===== config.mk =====
export PLATFORM = sky130hd
export DESIGN_NAME = ads131_frame_deserializer
export DESIGN_NICKNAME = d
export VERILOG_FILES = /design/src/rtl/ads131_frame_deserializer.sv
export SDC_FILE = /design/constraint.sdc
export NUM_CORES = 1
export LEC_CHECK = 0
export BUFFER_PORTS_ARGS = -buffer_cell sky130_fd_sc_hd__clkbuf_2
export CORE_UTILIZATION = 52
export DETAILED_ROUTE_END_ITERATION = 10
export PLACE_DENSITY = 0.75
export SLEW_MARGIN = 0
export SYNTH_ARGS = -nofsm -noshare
export SYNTH_HDL_FRONTEND = slang
export SYNTH_SLANG_ARGS = --single-unit
export TNS_END_PERCENT = 100

===== constraint.sdc =====
create_clock -name input_clock -period 2.15 [get_ports input_clock]
set_input_delay 0.1075 -clock input_clock [delete_from_list [all_inputs] [get_ports input_clock]]
set_output_delay 0.1075 -clock input_clock [all_outputs]
set_load 0.02 [all_outputs]

===== src/rtl/ads131_frame_deserializer.sv =====
`timescale 1ns/1ps
// ads131_frame_deserializer
// Samples the ADS131A0x MISO line on SPI clock falling edges (CPHA=1) inside
// the enable window and assembles MSB-first 32-bit words. Word 0 is the
// status/response word. In a data frame it is followed by NUM_CH channel words.
// A completed frame is staged and then copied to the outputs in a single cycle,
// so downstream logic never sees a mix of two frames.
// The ch_data_0..3 ports assume NUM_CH = 4.
module ads131_frame_deserializer #(
    parameter int WORD_BITS   = 32,
    parameter int NUM_CH      = 4,
    parameter int SYNC_STAGES = 2
) (
    input  logic        input_clock,
    input  logic        reset_n,
    input  logic        enable,
    input  logic        adc_init_completed_status,
    input  logic        spi_sclk,
    input  logic        spi_miso,
    output logic [15:0] status_word,
    output logic [23:0] ch_data_0,
    output logic [23:0] ch_data_1,
    output logic [23:0] ch_data_2,
    output logic [23:0] ch_data_3,
    output logic        frame_valid,
    output logic        frame_abort,
    output logic        overrun,
    output logic [15:0] frame_count
);

    localparam int BW = $clog2(WORD_BITS);
    localparam int IW = $clog2(NUM_CH + 2);
    localparam logic [BW-1:0] LAST_BIT = BW'(WORD_BITS - 1);

    typedef enum logic [1:0] {IDLE, SHIFT, DONE} state_t;

    state_t state, state_nx;

    logic [SYNC_STAGES-1:0]   miso_sync;
    logic                     miso_s;
    logic                     sclk_d;
    logic                     enable_d;
    logic                     fall;
    logic                     enable_rise;

    // The top bit of each word is never needed after the word completes, so
    // only WORD_BITS-1 bits of history are kept. On the final fall of a word
    // the top 24 bits of the completed word are all in this register already;
    // the bit arriving on that fall is pad.
    logic [WORD_BITS-2:0]     shift_reg;
    logic [23:0]              word_top;
    logic [BW-1:0]            bit_cnt;
    logic [IW-1:0]            word_idx;
    logic [IW-1:0]            words_expected;
    logic [15:0]              stage_status;
    logic [NUM_CH-1:0][23:0]  stage_ch;
    logic [NUM_CH-1:0][23:0]  ch_q;
    logic                     commit_pend;

    // Control strobes decoded from the FSM state.
    logic start;
    logic sample;
    logic word_end;
    logic frame_end;
    logic abort;

    assign miso_s      = miso_sync[SYNC_STAGES-1];
    assign fall        = sclk_d & ~spi_sclk & enable;
    assign enable_rise = enable & ~enable_d;
    assign word_top    = shift_reg[WORD_BITS-2 -: 24];

    assign ch_data_0 = ch_q[0];
    assign ch_data_1 = ch_q[1];
    assign ch_data_2 = ch_q[2];
    assign ch_data_3 = ch_q[3];

    // MISO synchronizer chain and edge-detect history flops.
    always_ff @(posedge input_clock or negedge reset_n) begin
        if (!reset_n) begin
            miso_sync <= '0;
            sclk_d    <= 1'b0;
            enable_d  <= 1'b0;
        end else begin
            miso_sync <= {miso_sync[SYNC_STAGES-2:0], spi_miso};
            sclk_d    <= spi_sclk;
            enable_d  <= enable;
        end
    end

    // FSM state register.
    always_ff @(posedge input_clock or negedge reset_n) begin
        if (!reset_n) state <= IDLE;
        else          state <= state_nx;
    end

    // FSM next-state logic. Losing enable during SHIFT is an abort; losing
    // it in DONE is the normal end of the window.
    always_comb begin
        state_nx = state;
        case (state)
            IDLE:    if (enable_rise) state_nx = SHIFT;
            SHIFT: begin
                if (!enable)        state_nx = IDLE;
                else if (frame_end) state_nx = DONE;
            end
            DONE:    if (!enable) state_nx = IDLE;
            default: state_nx = IDLE;
        endcase
    end

    // FSM output decode. Falls are only sampled in SHIFT, so an edge left over
    // from a previous window that coincides with the enable rise is ignored.
    always_comb begin
        start     = 1'b0;
        sample    = 1'b0;
        word_end  = 1'b0;
        frame_end = 1'b0;
        abort     = 1'b0;
        case (state)
            IDLE:  start = enable_rise;
            SHIFT: begin
                sample    = fall;
                word_end  = fall && (bit_cnt == LAST_BIT);
                frame_end = word_end && (word_idx == words_expected - IW'(1));
                abort     = !enable;
            end
            default: ;
        endcase
    end

    // Shift register, bit/word counters and staging slots.
    always_ff @(posedge input_clock or negedge reset_n) begin
        if (!reset_n) begin
            shift_reg      <= '0;
            bit_cnt        <= '0;
            word_idx       <= '0;
            words_expected <= '0;
            stage_status   <= '0;
            stage_ch       <= '0;
        end else if (start) begin
            bit_cnt        <= '0;
            word_idx       <= '0;
            words_expected <= adc_init_completed_status ? IW'(NUM_CH + 1) : IW'(1);
        end else if (sample) begin
            shift_reg <= {shift_reg[WORD_BITS-3:0], miso_s};
            if (word_end) begin
                bit_cnt  <= '0;
                word_idx <= word_idx + IW'(1);
                if (word_idx == '0) stage_status <= word_top[23:8];
                for (int i = 0; i < NUM_CH; i++) begin
                    if (word_idx == IW'(i + 1)) stage_ch[i] <= word_top;
                end
            end else begin
                bit_cnt <= bit_cnt + BW'(1);
            end
        end
    end

    // Commit request: one cycle after the final word lands in staging.
    always_ff @(posedge input_clock or negedge reset_n) begin
        if (!reset_n) commit_pend <= 1'b0;
        else          commit_pend <= frame_end;
    end

    // Output registers: atomic frame update, strobes and frame counter.
    // words_expected cannot change between frame_end and the commit because
    // the FSM is in DONE for that cycle.
    always_ff @(posedge input_clock or negedge reset_n) begin
        if (!reset_n) begin
            status_word <= '0;
            ch_q        <= '0;
            frame_valid <= 1'b0;
            frame_abort <= 1'b0;
            frame_count <= '0;
        end else begin
            frame_valid <= 1'b0;
            frame_abort <= abort;
            if (commit_pend) begin
                status_word <= stage_status;
                if (words_expected != IW'(1)) ch_q <= stage_ch;
                frame_valid <= 1'b1;
                frame_count <= frame_count + 16'd1;
            end
        end
    end

    // Sticky overrun: any fall after the frame completed, cleared at frame start.
    always_ff @(posedge input_clock or negedge reset_n) begin
        if (!reset_n)                   overrun <= 1'b0;
        else if (start)                 overrun <= 1'b0;
        else if (state == DONE && fall) overrun <= 1'b1;
    end

endmodule

# After elaboration in Yosys (flattened, before gate mapping)
# Index checks and enable logic that the tools add are counted.
# Widths: inputs -> output; s select.
# classes
add_sub_neg	4
n_mul	0
div	0
n_lt_le_gt_ge	0
eq_ne	12
shifts	0
muxes	20
bitwise	6
n_reduce_logical	18
# ops
op	n
$reduce_and 4->1	5
$add 16x1->16 const B	1
$mux 5	3
$mux 3	4
$mux 1	8
$mux 2	4
$eq 3x2->1 const B	2
$pmux 2 s3	1
$reduce_and 2->1	3
$reduce_bool 2->1	3
$add 5x1->5 const B	1
$eq 5x5->1 const B	1
$ne 2x2->1 const B	2
$add 3x1->3 const B	1
$and 1x1->1	3
$eq 3x1->1 const B	1
$eq 3x3->1	1
$eq 3x3->1 const B	1
$logic_and 1x1->1	3
$logic_not 3->1	1
$ne 3x1->1 const B	1
$ne 3x3->1 const B	1
$not 1->1	3
$reduce_and 3->1	1
other kinds (5)	5
# totals
ff_bits	292
latchBits	0
mem_bits_rw	0
mem_bits_ro	0
input_bits	6
output_inout_bits	131
wordCells	83
n_memories	0

# Logic depth before layout (Yosys ltp)
# logic_depth
word_depth	9
mapped_depth	9
mapped_depth_nobuf	7

# Least setup slack after synthesis
# OpenSTA, ideal clock, no wires.
# synth_path
path_kind	input to register
start	input bit_cnt[0]
end	register stage_ch[10] (netlist name)
setup_ps	125
arrival_time_ps	2078
required_ps	2025
slack_ps	-53
path_stages	10
n_path_buf	2
path_cell_list	dfrtp_1 -> ha_1 -> and3_1 -> ha_1 -> nand2_2 -> nor3_4 -> and3_1 -> buf_6 -> buf_12 -> mux2_4
# synth_via
elab_chain_cells	4
# synth_rtl
item	line	source
from (decl)	52	logic [BW-1:0] bit_cnt;
$eq 5x5->1	123	word_end = fall && (bit_cnt == LAST_BIT);
$logic_and 1x1->1	123	
$mux 1	119	case (state)
$reduce_and 4->1 (no source line)	--	
to (signal, indexed assignment)	151	if (word_idx == IW'(i + 1)) stage_ch[i] <= word_top;
to (decl)	56	logic [NUM_CH-1:0][23:0] stage_ch;
# No other way between the ends.
# A chain may end at the register's enable or synchronous reset.

# Worst setup path after layout
# layout_path
start	input bit_cnt[0]
end	register stage_ch[46] (netlist name)
# Same word-level chain as after synthesis.

==> impl_metrics.csv <==
group,metric,value,unit
critical_path,endpoint_kind,"flop",
sta,finalHoldViolCount,0,
clocking,clock_sinks,291,
routing,routedWlPerCell,18.0,um
critical_path,worst-path-buf-inv,1,
critical_path,crit_chain,"ha_2 > and3_4 > ha_4 > nand2_4 > nor3_4 > and3_4 > buf_12 > mux2_4",
critical_path,cp.required,2570,ps
critical_path,critPathMaxFanout,14,
cells_and_area,regArea,7280,sq um
global_routing,gr-usage-all-layers,0.198,
power_and_ir_drop,peakVddDrop,615,uV
cells_and_area,multi_input_area,3990,sq um
critical_path,r2r-start,"bit_cnt[0]",
yosys,synth-seq-cells,291,
yosys,yosysUniqueCellTypes,39,
sta,grt_setup_unrepaired,"true",
critical_path,cp-start-kind,"flop",
critical_path,cp_common_cell,"and3_4",
power_and_ir_drop,powerDensity,787,nW/um^2
routing,drt-pass1-iter-count,5,
yosys,synthesis.area,11500,sq um
critical_path,path_class,"reg -> reg",
power_and_ir_drop,power_leakage,7.38,nW
yosys,synth_edf_count,0,
clocking,cts_root_buf,"clkbuf_16",
clocking,clk_pin_slew,60,ps
hold_path,hold_class,"in -> async",
floorplan,row_count,53,
yosys,synth_top_area_cell,"dfrtp_1",
critical_path,r2r-end,"stage_ch[46]",
place,gp_congestion,0.766,
yosys,synth.top_cells.by_area,"dfrtp_1 64%, mux2_2 15%, mux2_4 9.2%, nand2_1 3.6%, buf_12 1.2%",
routing,via_per_inst,5.25,
routing,vias,6431,
clocking,clock_latency,540,ps
place,portBuffers,136,
cells_and_area,nNetsFinal,942,
floorplan,core,21300,sq um
clocking,cts_tree,"built",
run_status,outcome,"finished with violations",
sta,worst_pin_slew,534,ps
critical_path,slowest_stage,"dfrtp_1",
floorplan,dieHeight,150,um
global_routing,grt_max_degree,80,
sta,finalSetupTns,-1120,ps
global_routing,grt_overflow,0,
global_routing,antenna_found_initial,0,
cells_and_area,syn_to_final_growth,21.0,%
sta,finalClockSkew,16.9,ps
routing,finalWirelength,22.1,mm
clocking,cts_buffer_depth,3,
run_status,violations,"setup timing",
yosys,synth.net_count,769,
cells_and_area,drive_above_1_share,0.487,
yosys,synthTopCellsByCount,"291 x dfrtp_1, 156 x mux2_2, 109 x nand2_1",
yosys,synthArstFlopShare,1.00,
floorplan,initial_core_util,0.538,
yosys,yosysSeqAreaShare,0.635,
yosys,avgSynthCellArea,15.2,sq um
global_routing,grt_pass1_vias,6366,
critical_path,critPathArrivalTime,2610,ps
cells_and_area,n_antenna_cell,0,
sta,clock.fmax,456,MHz
critical_path,cp_top_family,"simple AND/OR/NAND/NOR gates",
sta,finalSetupViolCount,39,
cells_and_area,fill_cells,1499,
place,dp_hpwl,14.2,mm
critical_path,regToRegSetupSlack,-40,ps
sta,post-route-min-period,2190,ps
floorplan,die-area,22600,sq um
sta,setup_ws,-43.8,ps
floorplan,ioPinCount,137,
sta,timing.slew.headroom,0.644,
clocking,cts-buffers-inserted,29,
sta,fin_crit_sh,1.02,
critical_path,slowest_delay,380,ps
floorplan,die_w,150,um
place,post-place-ws,-3.07,ps
yosys,yosysWarningCount,0,
power_and_ir_drop,power,0.0109,W
yosys,synth.most_common_cell,"dfrtp_1",
flow_run,max_cap_viol_count,0,
yosys,synth_top_area_frac,0.635,
yosys,synthFlopType,"dfrtp_1",
critical_path,ff2ff_path_depth,8,
routing,antenna_left,0,
sta,drv_slew,0,
cells_and_area,largest_reg_flops,96,
yosys,synthCells,754,
routing,drc,0,
global_routing,grt_pass1_wl,34.8,mm
routing,dr.first_iter.drc_count,326,
clocking,ctsHtreeMaxLevel,1,
[layout make-up]
type                       count  area share
sequential                   291       0.525
multi-input combinational    423       0.288
timing repair buffer         176      0.0887
clock buffer                  44      0.0643
tap                          275      0.0248
clock inverter                10     0.00794
inverter                       6     0.00162
[where the power goes]
| part | internal [W] | leakage (nW) | switching (W) | total [W] |
|---|---|---|---|---|
| combinational | 0.0000674 | 2.84 | 0.000159 | 0.000227 |
| sequential | 0.00551 | 4.04 | 0.0000233 | 0.00554 |
| clock | 0.00310 | 0.498 | 0.00206 | 0.00516 |
[layout by cell type (no fill, tap or decap), types with 4 or more instances in the layout]
master           n
buf_12          16
clkbuf_8        11
clkinv_2         5
xnor2_1         11
mux2_2         140
nand2_1        109
clkbuf_2       135
clkbuf_1         4
buf_4           16
nor2_1          10
xor2_1           6
and3_4           5
mux2_4          86
dfrtp_1        291
ha_1             7
nand3_1          5
clkbuf_16       30
a21oi_1          5
dlygate4sd3_1    6
inv_1            6
[worst max-delay path by stage]
| stage | end | start | cells past startpoint | slack, ps |
|---|---|---|---|---|
| after global placement | stage_ch[34] | bit_cnt[0] | 8 | 40 |
| final | stage_ch[46] | bit_cnt[0] | 8 | -40 |
| after floorplan | stage_ch[10] | bit_cnt[0] | 9 | 10 |
| after global routing | stage_ch[25] | bit_cnt[0] | 8 | -140 |
| after CTS | stage_ch[46] | bit_cnt[0] | 8 | 1 |
| after detailed placement | stage_ch[31] | bit_cnt[0] | 8 | -3 |
[worst register-to-register path, stage by stage (launching register included)]
cell	delay (ps)
dfrtp_1	380
ha_2	200
and3_4	200
ha_4	140
nand2_4	50
nor3_4	300
and3_4	300
buf_12	190
mux2_4	320
[cells by family after synthesis]
family | share of synthesized area
buffers and inverters | 0.0274
multiplexers | 0.247
XOR/XNOR | 0.0130
AND/OR/NAND/NOR | 0.0622
flip-flops | 0.635
AO/OA/AOI/OAI | 0.00557
adder cells (fa/ha/maj) | 0.00982
[routing by layer]
metal  track usage  up-vias  routed length [um]
met1         0.285     3320               10200
met2         0.312      148               10500
met5             0        -                   0
li1              -     2929                   -
met4        0.0520        0                 386
met3        0.0321       34                1000
[what timing repair did]
| item | CTS | global route |
|---|---|---|
| gates resized for setup | 0 | 34 |
| hold buffers | 6 | 0 |
| setup buffers | 0 | 6 |
| setup endpoints to repair | 0 | 86 |
| hold endpoints to repair | 298 | 0 |
[stage by stage]
step / std cells / cell area [sq um] / util / hold WS (ps)
6_report: 1225 / 13900 / 0.652 / 176
5_1_grt: 1225 / 13900 / 0.652 / 196
4_1_cts: 1218 / 13700 / 0.642 / 185
3_5_place_dp: 1158 / 12600 / 0.592 / -71.6
3_3_place_gp: 1158 / 12600 / 0.592 / -70.9
2_1_floorplan: 754 / 11500 / - / -188
(Power assumes the default switching activity.)
